--- config.mk ---
export PLATFORM = sky130hd
export DESIGN_NAME = round_referee_flat
export DESIGN_NICKNAME = d
export VERILOG_FILES = /design/src/rtl/round_referee_if.sv /design/src/rtl/round_referee.sv /design/src/flat_wrapper.sv
export SDC_FILE = /design/constraint.sdc
export NUM_CORES = 1
export LEC_CHECK = 0
export ABC_AREA = 0
export CORE_UTILIZATION = 53
export DETAILED_ROUTE_END_ITERATION = 7
export PLACE_DENSITY = 0.75
export SYNTH_ARGS = -nofsm -noshare
export SYNTH_HDL_FRONTEND = slang
export SYNTH_SLANG_ARGS = --single-unit
export TNS_END_PERCENT = 1
--- constraint.sdc ---
create_clock -name Clk -period 2.4 [get_ports Clk]
set_clock_uncertainty 0.05 [all_clocks]
set_input_delay 0.48 -clock Clk [delete_from_list [all_inputs] [get_ports Clk]]
set_output_delay 0.48 -clock Clk [all_outputs]
set_load 0.005 [all_outputs]
--- src/rtl/round_referee_if.sv ---
// Signal bundle between the game logic and the round referee.
// master drives the game inputs; slave is the referee side.
interface round_referee_if;
    logic [2:0] Game_State;
    logic       frame_tick;
    logic       Blue_Hit;
    logic       Red_Hit;
    logic       Reset_Round;
    logic       Blue_W;
    logic       Red_W;
    logic       Crash_Active;
    logic [1:0] Round_Winner;
    logic [3:0] Blue_Score;
    logic [3:0] Red_Score;

    modport master (
        output Game_State, frame_tick, Blue_Hit, Red_Hit,
        input  Reset_Round, Blue_W, Red_W, Crash_Active,
        input  Round_Winner, Blue_Score, Red_Score
    );

    modport slave (
        input  Game_State, frame_tick, Blue_Hit, Red_Hit,
        output Reset_Round, Blue_W, Red_W, Crash_Active,
        output Round_Winner, Blue_Score, Red_Score
    );
endinterface

--- src/rtl/round_referee.sv ---
// Match referee: latches collisions during a round, holds the crash display,
// scores the round and raises round-reset or match-win to the game FSM.
module round_referee #(
    parameter int WIN_SCORE    = 3,
    parameter int CRASH_FRAMES = 60
) (
    input  logic            Clk,
    input  logic            Reset_Game,
    round_referee_if.slave  bus
);

    typedef enum logic [1:0] {
        IDLE,
        PLAY,
        CRASH_WAIT,
        ISSUE
    } state_t;

    localparam logic [2:0] GS_MENU    = 3'd0;
    localparam logic [2:0] GS_STARTED = 3'd2;
    localparam logic [3:0] WIN        = 4'(WIN_SCORE);
    localparam logic [7:0] FRAMES     = 8'(CRASH_FRAMES);
    localparam logic [1:0] RW_BLUE    = 2'b01;
    localparam logic [1:0] RW_RED     = 2'b10;

    state_t     state, state_next;
    logic       bh, bh_next;
    logic       rh, rh_next;
    logic [7:0] count, count_next;
    logic [1:0] verdict, verdict_next;
    logic       reset_round, reset_round_next;
    logic       blue_w, blue_w_next;
    logic       red_w, red_w_next;
    logic       crash_active, crash_active_next;
    logic [1:0] round_winner, round_winner_next;
    logic [3:0] blue_score, blue_score_next;
    logic [3:0] red_score, red_score_next;

    logic       hit_b, hit_r;
    logic       running;
    logic       issue_now;
    logic [3:0] blue_post, red_post;

    always_ff @(posedge Clk) begin
        if (Reset_Game) begin
            state        <= IDLE;
            bh           <= 1'b0;
            rh           <= 1'b0;
            count        <= 8'd0;
            verdict      <= 2'b00;
            reset_round  <= 1'b0;
            blue_w       <= 1'b0;
            red_w        <= 1'b0;
            crash_active <= 1'b0;
            round_winner <= 2'b00;
            blue_score   <= 4'd0;
            red_score    <= 4'd0;
        end else begin
            state        <= state_next;
            bh           <= bh_next;
            rh           <= rh_next;
            count        <= count_next;
            verdict      <= verdict_next;
            reset_round  <= reset_round_next;
            blue_w       <= blue_w_next;
            red_w        <= red_w_next;
            crash_active <= crash_active_next;
            round_winner <= round_winner_next;
            blue_score   <= blue_score_next;
            red_score    <= red_score_next;
        end
    end

    always_comb begin
        state_next        = state;
        bh_next           = bh;
        rh_next           = rh;
        count_next        = count;
        verdict_next      = verdict;
        reset_round_next  = reset_round;
        blue_w_next       = blue_w;
        red_w_next        = red_w;
        crash_active_next = crash_active;
        round_winner_next = round_winner;
        blue_score_next   = blue_score;
        red_score_next    = red_score;

        hit_b     = bh | bus.Blue_Hit;
        hit_r     = rh | bus.Red_Hit;
        running   = (bus.Game_State == GS_STARTED);
        issue_now = (count == 8'd0) || (bus.frame_tick && count == 8'd1);

        // Scores saturate at WIN so a restarted round can never overflow them.
        blue_post = blue_score;
        red_post  = red_score;
        if (verdict == RW_BLUE && blue_score < WIN)
            blue_post = blue_score + 4'd1;
        if (verdict == RW_RED && red_score < WIN)
            red_post = red_score + 4'd1;

        case (state)
            IDLE: begin
                reset_round_next  = 1'b0;
                blue_w_next       = 1'b0;
                red_w_next        = 1'b0;
                crash_active_next = 1'b0;
                if (bus.Game_State == GS_MENU) begin
                    blue_score_next   = 4'd0;
                    red_score_next    = 4'd0;
                    round_winner_next = 2'b00;
                end
                if (running) begin
                    state_next = PLAY;
                    bh_next    = 1'b0;
                    rh_next    = 1'b0;
                end
            end

            PLAY: begin
                if (!running) begin
                    state_next = IDLE;
                    bh_next    = 1'b0;
                    rh_next    = 1'b0;
                end else if (bus.frame_tick) begin
                    bh_next = 1'b0;
                    rh_next = 1'b0;
                    // A bike that crashed loses, so the verdict bits read {red won, blue won}.
                    if (hit_b || hit_r) begin
                        verdict_next      = {hit_b, hit_r};
                        count_next        = FRAMES;
                        crash_active_next = 1'b1;
                        state_next        = CRASH_WAIT;
                    end
                end else begin
                    bh_next = hit_b;
                    rh_next = hit_r;
                end
            end

            CRASH_WAIT: begin
                if (!running) begin
                    state_next        = IDLE;
                    crash_active_next = 1'b0;
                end else if (issue_now) begin
                    state_next        = ISSUE;
                    count_next        = 8'd0;
                    crash_active_next = 1'b0;
                    round_winner_next = verdict;
                    blue_score_next   = blue_post;
                    red_score_next    = red_post;
                    if (blue_post == WIN)
                        blue_w_next = 1'b1;
                    else if (red_post == WIN)
                        red_w_next = 1'b1;
                    else
                        reset_round_next = 1'b1;
                end else if (bus.frame_tick) begin
                    count_next = count - 8'd1;
                end
            end

            ISSUE: begin
                if (!running) begin
                    state_next       = IDLE;
                    reset_round_next = 1'b0;
                    blue_w_next      = 1'b0;
                    red_w_next       = 1'b0;
                end
            end

            default: begin
                state_next = IDLE;
            end
        endcase
    end

    assign bus.Reset_Round  = reset_round;
    assign bus.Blue_W       = blue_w;
    assign bus.Red_W        = red_w;
    assign bus.Crash_Active = crash_active;
    assign bus.Round_Winner = round_winner;
    assign bus.Blue_Score   = blue_score;
    assign bus.Red_Score    = red_score;

endmodule

--- src/flat_wrapper.sv ---
// flat-port wrapper written by rule: the top's interface ports become plain ports
module round_referee_flat 
#(
    parameter int WIN_SCORE    = 3,
    parameter int CRASH_FRAMES = 60
)
  (Clk, Reset_Game, bus_Game_State, bus_frame_tick, bus_Blue_Hit, bus_Red_Hit, bus_Reset_Round, bus_Blue_W, bus_Red_W, bus_Crash_Active, bus_Round_Winner, bus_Blue_Score, bus_Red_Score);
  round_referee_if bus_i ();
  input  logic Clk;
  input  logic Reset_Game;
  input wire logic [$bits(bus_i.Game_State)-1:0] bus_Game_State;
  input wire logic [$bits(bus_i.frame_tick)-1:0] bus_frame_tick;
  input wire logic [$bits(bus_i.Blue_Hit)-1:0] bus_Blue_Hit;
  input wire logic [$bits(bus_i.Red_Hit)-1:0] bus_Red_Hit;
  output wire logic [$bits(bus_i.Reset_Round)-1:0] bus_Reset_Round;
  output wire logic [$bits(bus_i.Blue_W)-1:0] bus_Blue_W;
  output wire logic [$bits(bus_i.Red_W)-1:0] bus_Red_W;
  output wire logic [$bits(bus_i.Crash_Active)-1:0] bus_Crash_Active;
  output wire logic [$bits(bus_i.Round_Winner)-1:0] bus_Round_Winner;
  output wire logic [$bits(bus_i.Blue_Score)-1:0] bus_Blue_Score;
  output wire logic [$bits(bus_i.Red_Score)-1:0] bus_Red_Score;
  assign bus_i.Game_State = bus_Game_State;
  assign bus_i.frame_tick = bus_frame_tick;
  assign bus_i.Blue_Hit = bus_Blue_Hit;
  assign bus_i.Red_Hit = bus_Red_Hit;
  assign bus_Reset_Round = bus_i.Reset_Round;
  assign bus_Blue_W = bus_i.Blue_W;
  assign bus_Red_W = bus_i.Red_W;
  assign bus_Crash_Active = bus_i.Crash_Active;
  assign bus_Round_Winner = bus_i.Round_Winner;
  assign bus_Blue_Score = bus_i.Blue_Score;
  assign bus_Red_Score = bus_i.Red_Score;
  round_referee #(.WIN_SCORE(WIN_SCORE), .CRASH_FRAMES(CRASH_FRAMES)) u_core (.Clk(Clk), .Reset_Game(Reset_Game), .bus(bus_i));
endmodule
Word-level counts from Yosys, hierarchy flattened
Index checks and enable logic that the tools add are counted.
- output and inout port bits: 14
- bits in registers: 28
- bits in latches: 0
- memories: 0
- ROM bits: 0
- RAM bits: 0
- magnitude comparators: 2
- bitwise operators: 2
- mux-type cells: 56
- div/mod/pow operators: 0
- shift operators: 0
- equality and inequality tests: 25
- reduce and logical (&&, ||, !) cells: 22
- multiply operators: 0
- add/subtract/negate cells: 3
- operator list (kind ; number):
    two-way mux 8 bit ; 6
    two-way mux 4 bit ; 7
    two-way mux 1 bit ; 22
    two-way mux 2 bit ; 10
    AND reduction 6 bit ; 3
    inequality test 2 x 1 -> 1 bit, second input constant ; 8
    case mux 4 bit (2 select lines) ; 2
    case mux 8 bit (2 select lines) ; 1
    AND reduction 5 bit ; 3
    case mux 1 bit (3 select lines) ; 4
    inequality test 3 bit, second input constant ; 3
    adder 4 x 1 -> 4 bit, second input constant ; 2
    equality test 4 x 2 -> 1 bit, second input constant ; 2
    equality test 8 x 1 -> 1 bit, second input constant ; 1
    zero test 8 bit ; 1
    < comparator 4 x 2 -> 1 bit, second input constant ; 2
    inequality test 2 bit, second input constant ; 4
    case mux 2 bit (4 select lines) ; 1
    AND reduction 4 bit ; 2
    subtractor 8 x 1 -> 8 bit, second input constant ; 1
    equality test 2 bit, second input constant ; 3
    nonzero test 2 bit ; 3
    nonzero test 3 bit ; 2
    equality test 2 x 1 -> 1 bit, second input constant ; 2
    10 further kinds ; 15

Logic depth before layout (Yosys ltp)
- depth in word-level cells: 9
- mapped depth: 7
- gate-level depth less buffers: 6

Worst setup path after synthesis
Ideal clock, no wire load.
- kind: input port to flip-flop
- start: input port bus_Game_State[0]
- end: register u_core.count[7]
- buffers on the path: 1
- cell stages on the path: 5
- data arrival time: 2027 ps
- required time: 2283 ps
- path slack: 255 ps
- cells stage by stage: or3b_1 clkbuf_1 or4_4 or3b_1 a21oi_2
- word-level cells in the longest chain between the ends: 3
- RTL lines (element ; RTL line ; RTL):
    start: declaration ; flat_wrapper.sv:11 ; input wire logic [$bits(bus_i.Game_State)-1:0] bus_Game_State;
    equality test 3 x 2 -> 1 bit * ; round_referee.sv:90 ; running = (bus.Game_State == GS_STARTED);
    inequality test 2 x 1 -> 1 bit (no line) ; - ;
    AND reduction 6 bit (no line) * ; - ;
    end signal: assignment ; round_referee.sv:62 ; count <= count_next;
    end: declaration ; round_referee.sv:29 ; logic [7:0] count, count_next;
Every way passes the cells marked *; elsewhere a longest branch is shown, timed or not.
A chain may end at the register's enable or synchronous reset.

Worst setup path in the final report
- start: register u_core.red_score[0], in the netlist u_core.bus.Red_Score[0]
- end: register u_core.red_w, in the netlist u_core.bus.Red_W
- word-level cells in the longest chain between the ends: 6
- RTL lines (element ; RTL line ; RTL):
    start: declaration ; round_referee.sv:37 ; logic [3:0] red_score, red_score_next;
    start signal: assignment ; round_referee.sv:70 ; red_score <= red_score_next;
    < comparator 4 x 2 -> 1 bit ; round_referee.sv:98 ; if (verdict == RW_RED && red_score < WIN)
    logical AND 1 bit ; round_referee.sv:98 ;
    two-way mux 4 bit * ; round_referee.sv:98 ;
    equality test 4 x 2 -> 1 bit * ; round_referee.sv:153 ; else if (red_post == WIN)
    inequality test 2 x 1 -> 1 bit (no line) * ; - ;
    AND reduction 6 bit (no line) * ; - ;
    end signal: assignment ; round_referee.sv:66 ; red_w <= red_w_next;
    end: declaration ; round_referee.sv:33 ; logic red_w, red_w_next;
Marks and branches as above.

==> out/metrics.yaml <==
cells_and_area:
  regArea_um2: 561
  synthToLayoutAreaGrowth_pct: 24.3
  fillCellCount: 225
  instances_no_fill: 244
  diodes: 0
  nNetsFinal: 227
  drive_gt1_share_pct: 17.8
  utilization_pct: 70.0
  multi_input_area_um2: 932
cts:
  cts_made_buffers: 3
  clockRootBuffer: "clkbuf_4"
  clk_pin_slew_worst_paths_ps: 160
  hold_buffers: 0
  clock-sinks: 28
  clock_path_buffers: 2
  cts_tree: "built"
  postCtsSetupBuffers: 0
  clk_latency_ps: 340
  h-tree-depth: 1
  ctsResizeCount: 0
power_and_ir_drop:
  power.density_nw_per_um2: 441
  vdd_drop_max_mv: 0.442
  p_leak_nw: 0.729
setup_path:
  path_max_fanout: 6
  crit_type: "flip-flop to flip-flop"
  slowest_delay_ps: 600
  crit_required_ps: 2630
  r2r_start: "u_core.bus.Red_Score[0]"
  r2r_cells: 5
  slowest_stage: "or4b_2"
  r2r_slack_ps: 200
  end_kind: "flip-flop"
  arrival_ps: 2430
  r2r-end: "u_core.bus.Red_W"
  critPathLaunchType: "flip-flop"
  path_buf_inv: 0
  crit_chain: "ha_1 -> or3b_2 -> mux2_2 -> or4b_2 -> o21ai_0"
  critPathTopFamily: "simple AND/OR/NAND/NOR gates"
drt:
  drt-total-wl_mm: 3.83
  vias: 1494
  first_iter_violations: 57
  firstDrtPassIters: 4
  viasPerCell: 6.12
  wire_per_inst_um: 15.7
  drt.antenna.violating_nets: 0
  route.detailed.drc: 0
yosys:
  yosys.area_share.adder_pct: 4.03
  async_flop_share_pct: 0
  synthesis.instances: 181
  synthMuxAreaShare_pct: 4.11
  syn-mean-instance-area_um2: 8.58
  synth-compound-area-share_pct: 22.8
  yosysWarningCount: 0
  ys_ff_latch: 28
  ys_types: 44
  syn_nets: 194
  synth_top_family_by_area: "simple AND/OR/NAND/NOR gates"
  synth-simple-area-share_pct: 29.1
  ys.flop_type: "dfxtp_1"
  synth_edf_count: 0
  ys_seq_area_share_pct: 36.1
  post_synth_xor_area_fraction_pct: 0
  synth.cell_area_um2: 1550
global_routing:
  grt_pass1_wl_mm: 6.35
  grt_usage_pct: 25.3
  antenna_found_initial: 0
  grt_remaining_overflow: 0
  grt_pass1_vias: 1461
  grt_max_degree: 17
sta:
  slew_viol_final: 0
  fmax_mhz: 455
  period_share_pct: 91.6
  rsz0062_at_grt: "no"
  final_hold_viol_count: 0
  setup_slack_ps: 201
  setup_viol: 0
  worst_slew_pin_slew_ps: 429
  tns_ps: 0
  period_needed_ps: 2200
  slew_headroom_pct: 71.2
place:
  dp_hpwl_mm: 2.95
  dp.cells: 240
  io_buffers: 21
  pre_cts_ws_ps: -84.1
  gp_congestion: 0.835
floorplanning:
  initial_core_util_pct: 56.3
  die_h_um: 56.1
  num_rows: 19
  io_pins: 22
  core_um2: 2760
  die_width_um: 56.1
  die_area_um2: 3150
worst_hold_path:
  worstHoldEndpoint: "u_core.bus.Round_Winner[0]"
  worstHoldPathType: "flip-flop to flip-flop"
  hp-start: "u_core.bus.Round_Winner[0]"
  min_path_cells: 2
status:
  run_status: "completed"
flow_run:
  cap_violations: 0
## per-stage QoR
stage	hold WS (ps)	area, um^2	power (W)
after floorplan	399	1550	0.000507
after global placement	389	1880	0.000540
after detailed placement	394	1880	0.000541
after CTS	425	1930	0.000853
after global routing	440	1930	0.000876
final	421	1930	0.000851
## layout make-up
type | count | area share, %
repair buffers | 36 | 16.7
inverters | 6 | 1.17
well taps | 31 | 2.01
clock buffers | 3 | 1.17
clock inverters | 1 | 1.56
multi-input cells | 139 | 48.3
flip-flops and latches | 28 | 29.1
## flip-flops by register name, summed over array words and instances, names as in the netlist
name	flops
u_core.bh	1
u_core.bus.Blue_Score	4
u_core.bus.Blue_W	1
u_core.bus.Crash_Active	1
u_core.bus.Red_Score	4
u_core.bus.Red_W	1
u_core.bus.Reset_Round	1
u_core.bus.Round_Winner	2
u_core.count	8
u_core.rh	1
u_core.state	2
u_core.verdict	2
## Yosys cell counts (all sizes together), types with 3 or more instances
| cell type | n | share of area, % |
|---|---|---|
| a21oi | 13 | 4.4 |
| or3 | 4 | 1.6 |
| o21a | 5 | 2.4 |
| o21ai | 7 | 2.3 |
| nor3b | 3 | 1.8 |
| nor2b | 3 | 1.2 |
| and2 | 5 | 2.0 |
| inv | 6 | 1.5 |
| mux2 | 3 | 2.2 |
| nor4 | 6 | 2.8 |
| nor3 | 5 | 1.6 |
| dfxtp | 28 | 36 |
| mux2i | 3 | 1.9 |
| clkbuf | 6 | 1.5 |
| o221a | 3 | 2.2 |
| or3b | 3 | 1.7 |
| nor2 | 11 | 2.7 |
| o22ai | 4 | 1.6 |
| a211oi | 4 | 1.9 |
| nand2 | 20 | 4.8 |
| a32o | 3 | 1.9 |
| nand2b | 4 | 1.6 |
| ha | 5 | 4.0 |
| or4b | 3 | 1.9 |
## cell usage in the layout, fill, tap and decap left out, types with 4 or more instances in the layout
master           count
a21oi_1             12
nor2_1              11
nor4_1               5
clkdlybuf4s50_1     21
o21ai_0              7
dfxtp_1             28
nand2_1             20
buf_4               15
o21a_1               5
and2_1               5
nor3_1               5
inv_1                6
a211oi_1             4
nand2b_1             4
or3_1                4
ha_1                 5
o22ai_1              4
## per-layer routing
metal,track usage [%],part of all wire [%]
met5,0,0
met4,11.5,2.9
met3,3.26,3.5
met2,43.2,49
met1,31.5,45
## cell families after synthesis
kind of cell | count (synthesis)
AOI/OAI and AO/OA | 50
adders and majority gates | 5
buffers and inverters | 14
DFF | 28
muxes | 6
and+or+nand+nor | 78
## worst max path at each step
stage                                  startpoint                to  cells after the start
after floorplan                 bus_Game_State[0]   u_core.count[7]                      5
after global placement          bus_Game_State[1]   u_core.count[7]                      5
after detailed placement        bus_Game_State[1]   u_core.count[7]                      5
after CTS                 u_core.bus.Red_Score[0]  u_core.bus.Red_W                      5
after global routing      u_core.bus.Red_Score[0]  u_core.bus.Red_W                      5
final                     u_core.bus.Red_Score[0]  u_core.bus.Red_W                      5
## worst min-delay path: stages, from the launching register on
cell	delay (ps)
dfxtp_1	340
nand2_1	50
mux2i_1	50
## report_power, final
part,internal [W],total [W],leakage [nW],switching [W]
Clock,0.000169,0.000318,0.0279,0.000149
Combinational,0.0000322,0.0000642,0.475,0.0000320
Sequential,0.000466,0.000468,0.226,0.00000201
Total,0.000668,0.000851,0.729,0.000183
Note: power is estimated with default switching activity, not from simulation.
==> RTL change 1 (same settings) <==
Reset style: asynchronous (`Reset_Game`), changed in one clocked block.
--- a/src/rtl/round_referee.sv
+++ b/src/rtl/round_referee.sv
@@ -43,3 +43,3 @@
 
-    always_ff @(posedge Clk) begin
+    always_ff @(posedge Clk or posedge Reset_Game) begin
         if (Reset_Game) begin
Formal check against the unedited RTL: differs if Reset_Game is asserted again (counterexample within 4 cycles, from zero or initial values and one cycle with Reset_Game high); with Reset_Game held inactive, the same outputs for 10 cycles.
==> RTL change 1 against the original RTL <==
  * Worst setup slack better by 0.050 ns
  * Area after synthesis increased by 15%
  * Routed wire length up 15%
  * Sequential cell count unchanged
  * Via count is 7.5% higher
  * Maximum frequency grew 2.3%
  * Design area grew 11%
  * Global-route usage is 1.5 points higher
  * Critical path depth is the same
  * Cell count up 3.7%
Power is not compared: it rests on default switching activity, and its combinational part moved more than twofold at a synthesized area within 25%.
==> RTL change 1: results (changes against the original RTL) <==
status: "finished, final reports clean"
grt_use_met1: 0.364  # +0.0486
gp_congestion: 0.783  # -6.1%
ir_drop_uv: 407
hpwl_um: 3240  # +10%
endpoint: "u_core.bus.Blue_Score[1]"
post_synth_num_cell_types: 50  # +14%
grt_start_max_net_pins: 29  # +12
slowest_delay_ns: 0.56  # -0.04 ns
synth_mux_area_frac: 0.0112  # -0.0299
cts_inserted_buffers: 3  # unchanged
placed_cells: 249  # +3.8%
max_slew_margin: 0.549  # -0.163
timing.hold.ws_ns: 0.434  # +0.0128 ns
top_register: "u_core.count"
synth_ff_type: "dfrtp_1"
dpl-instance-area_um2: 2090  # +11%
syn_nets: 200  # +3.1%
slowest_stage: "or3b_1"
async_flop_share: 1.00  # +1.00
synth_compound_area_frac: 0.255  # +0.0274
synth_common_cells: "28 x dfrtp_1, 12 x nand2_1, 9 x ha_1, 9 x nor3_1"
synth_fa_ha_area_frac: 0.0628  # +0.0225
groute.usage.overall: 0.268  # +0.0153
timing.rr.start: "u_core.bus.Red_Score[0]"
yosysSeqAreaShare: 0.391  # +0.0298
combPwrFrac: 0.315
dp_slack_ns: -0.119  # -0.0352 ns
max_freq_mhz: 465  # +2.3%
max-clock-path-buffers: 2  # unchanged
grt_util_met2: 0.438  # +0.00602
vias_per_cell: 6.35  # +3.7%
setup_violations: 0  # unchanged
grt_pass1_wl_um: 7260  # +14%
rr_endpoint: "u_core.bus.Red_Score[1]"
arrival_ns: 2.35  # -0.08 ns
syn-instance-count: 183  # +1.1%
yosys-top-cells-area: "dfrtp_1 39%, ha_1 6.3%, a22o_1 3.9%, a32o_1 2.8%, nor3_1 2.5%"
dr.pass1.iters: 4  # unchanged
routed_wl_um: 4390  # +15%
gr-usage-met3: 0.0260  # -0.00658
startpoint: "bus_Game_State[2]"
min_path_type: "input pin to asynchronous set/reset pin"
r2r_cells: 5  # unchanged
drt_iter0_drc: 83  # +46%
vias: 1606  # +7.5%
reg2reg_slack_ns: 0.29  # +0.09 ns
fillers: 261  # +16%
drive_gt1_frac: 0.115  # -0.0636
RTL change 1: cell count changes in the layout (fill, tap and decap cells not counted), moves of 5 or more:
| cell | before | now |
|---|---|---|
| nand3_1 | 1 | 6 |
| dfxtp_1 | 28 | 0 |
| dfrtp_1 | 0 | 28 |
| nand2_1 | 20 | 12 |
| o41ai_1 | 0 | 5 |
| a22o_1 | 0 | 8 |
| a21oi_1 | 12 | 4 |
| o211ai_1 | 0 | 5 |
RTL change 1: area by class of cell:
type	count	area, um2	area share
tap	44	55.1	0.0257
multi-input combinational	137	1010	0.472
clock inverter	1	30.0	0.0140
timing repair buffer	32	293	0.137
inverter	8	30.0	0.0140
sequential	28	701	0.327
clock buffer	3	22.5	0.0105
RTL change 1: routing by layer:
layer  vias to the layer above  part of all wire  wire [um]
met5                         -                 0          0
met4                         0             0.017         75
met3                         9             0.046        202
met2                        45              0.49       2140
met1                       799              0.45       1980
li1                        753                 -          -
==> RTL change 2 (config.mk and constraints unchanged) <==
Without the edit above. `CRASH_FRAMES` is set to 60 in 2 places; all go to 30.
--- a/src/rtl/round_referee.sv
+++ b/src/rtl/round_referee.sv
@@ -4,3 +4,3 @@
     parameter int WIN_SCORE    = 3,
-    parameter int CRASH_FRAMES = 60
+    parameter int CRASH_FRAMES = 30
 ) (
--- a/src/flat_wrapper.sv
+++ b/src/flat_wrapper.sv
@@ -4,3 +4,3 @@
     parameter int WIN_SCORE    = 3,
-    parameter int CRASH_FRAMES = 60
+    parameter int CRASH_FRAMES = 30
 )
Formal check against the unedited RTL: same outputs for any inputs over 10 cycles, from zero or initial values and one cycle with Reset_Game high; that may be too few to reach the edited logic, so the function may still have changed.
==> RTL change 2 against the original RTL <==
  * The run now ends with design-rule violations left
  * Area after synthesis increased by 6.8%
  * Sequential cell count unchanged
  * Total power increased by 0.59%
  * Utilization decreased by 0.75 points
  * Design area increased by 2.3%
  * Worst setup slack improved by 0.090 ns
  * Sequential power about the same
  * Routed wire length increased by 8.3%
  * Largest cell class unchanged
==> RTL change 2: results (changes against the original RTL) <==
fillers: 234  # +4.0%
syn_nets: 207  # +6.7%
cts_inserted_buffers: 3  # unchanged
portBuffers: 21  # unchanged
nets: 232  # +2.2%
gp_congestion: 0.949  # +14%
largest_reg_flops: 8  # unchanged
dpl-instance-area_um2: 1920  # +2.4%
cts_hold_buf: 0  # unchanged
drive_gt1_frac: 0.115  # -0.0637
synth_common_cells: "28 x dfxtp_1, 14 x nand2_1, 12 x nor3_1, 11 x a21oi_1, 10 x nor2_1"
async_flop_share: 0  # unchanged
antenna_cells: 0  # unchanged
cts_resized: 0  # unchanged
clk_latency_ns: 0.33
crit_fanout: 6  # unchanged
status: "finished with violations"
arrival_ns: 2.33  # -0.10 ns
groute.usage.overall: 0.263  # +0.0102
r2r_cells: 6  # +1
htreeDepth: 1  # unchanged
route.detailed.drc: 2  # +2
dr.pass1.iters: 8  # +4
vias: 1610  # +7.8%
leakagePower_nw: 0.710  # -2.6%
post_synth_num_cell_types: 56  # +27%
grt_pass1_wl_um: 6840  # +7.6%
drt_iter0_drc: 118  # +110%
path_clk_slew_ns: 0.16  # about the same
yosysSeqAreaShare: 0.338  # -0.0229
hpwl_um: 3170  # +7.5%
yosys-top-cells-area: "dfxtp_1 34%, ha_1 3.8%, nor3_1 3.6%, nand4_1 3.4%, a21oi_1 3.3%"
ir_drop_uv: 213  # -52%
first_global_vias: 1484  # +1.6%
grt_antenna_before_repair: 0  # unchanged
max_slew_margin: 0.555  # -0.157
p_int_uw: 664  # -0.50%
drt-wirelength-per-cell_um: 16.7  # +6.1%
violations: "design-rule violations"
grt_start_max_net_pins: 17  # unchanged
-- RTL change 2: worst paths after layout --
path | startpoint | end | slack, ns
setup / recovery | u_core.count[0] | u_core.bus.Round_Winner[1] | 0.29
hold / removal | u_core.bus.Reset_Round | u_core.bus.Reset_Round | 0.43
setup reg to reg | u_core.count[0] | u_core.bus.Round_Winner[1] | 0.29
hold reg to reg | u_core.bus.Reset_Round | u_core.bus.Reset_Round | 0.43
-- RTL change 2: worst max-delay path, stage by stage, from the launching register on --
cell,delay (ns)
dfxtp_1,0.43
inv_1,0.10
ha_1,0.29
a21o_1,0.26
a41oi_1,0.56
o21ai_0,0.20
a21oi_1,0.17
-- RTL change 2: metrics by stage --
step	setup WS, ns	hold WS, ns	std cells	util
final	0.291	0.427	249	0.692
after floorplan	0.643	0.399	194	-
after global routing	0.204	0.473	249	0.692
after CTS	0.296	0.436	249	0.692
after global placement	0.0968	0.393	245	0.674
after detailed placement	0.0139	0.401	245	0.674
-- RTL change 2: cell type report --
type	instances	area share
multi-input cells	147	0.512
flip-flops and latches	28	0.284
repair buffers	30	0.141
well taps	31	0.0196
inverters	9	0.0171
clock inverters	1	0.0152
clock buffers	3	0.0114
-- RTL change 2: kinds of logic (layout without fill, tap and decap cells) --
group	Yosys count	count (layout)	share of synthesized area
AND/OR/NAND/NOR	78	78	0.285
AO/OA/AOI/OAI	62	62	0.275
flip-flops	28	28	0.338
buffers and inverters	19	43	0.0521
adder cells (fa/ha/maj)	5	5	0.0377
multiplexers	2	2	0.0121
-- RTL change 2: metal layers --
layer | vias up | global-route usage | part of all wire
met4 | 0 | 0.0680 | 0.013
met5 | - | 0 | 0
li1 | 795 | - | -
met3 | 8 | 0.0402 | 0.060
met2 | 58 | 0.425 | 0.47
met1 | 749 | 0.367 | 0.46
-- RTL change 2: power by group through the flow --
stage                     registers [mW]  clock network (mW)  logic (mW)
after detailed placement           0.478                   0      0.0691
after CTS                          0.468               0.323      0.0695
final                              0.468               0.318      0.0701
after floorplan                    0.477                   0      0.0422
after global routing               0.468               0.340      0.0757
after global placement             0.478                   0      0.0677
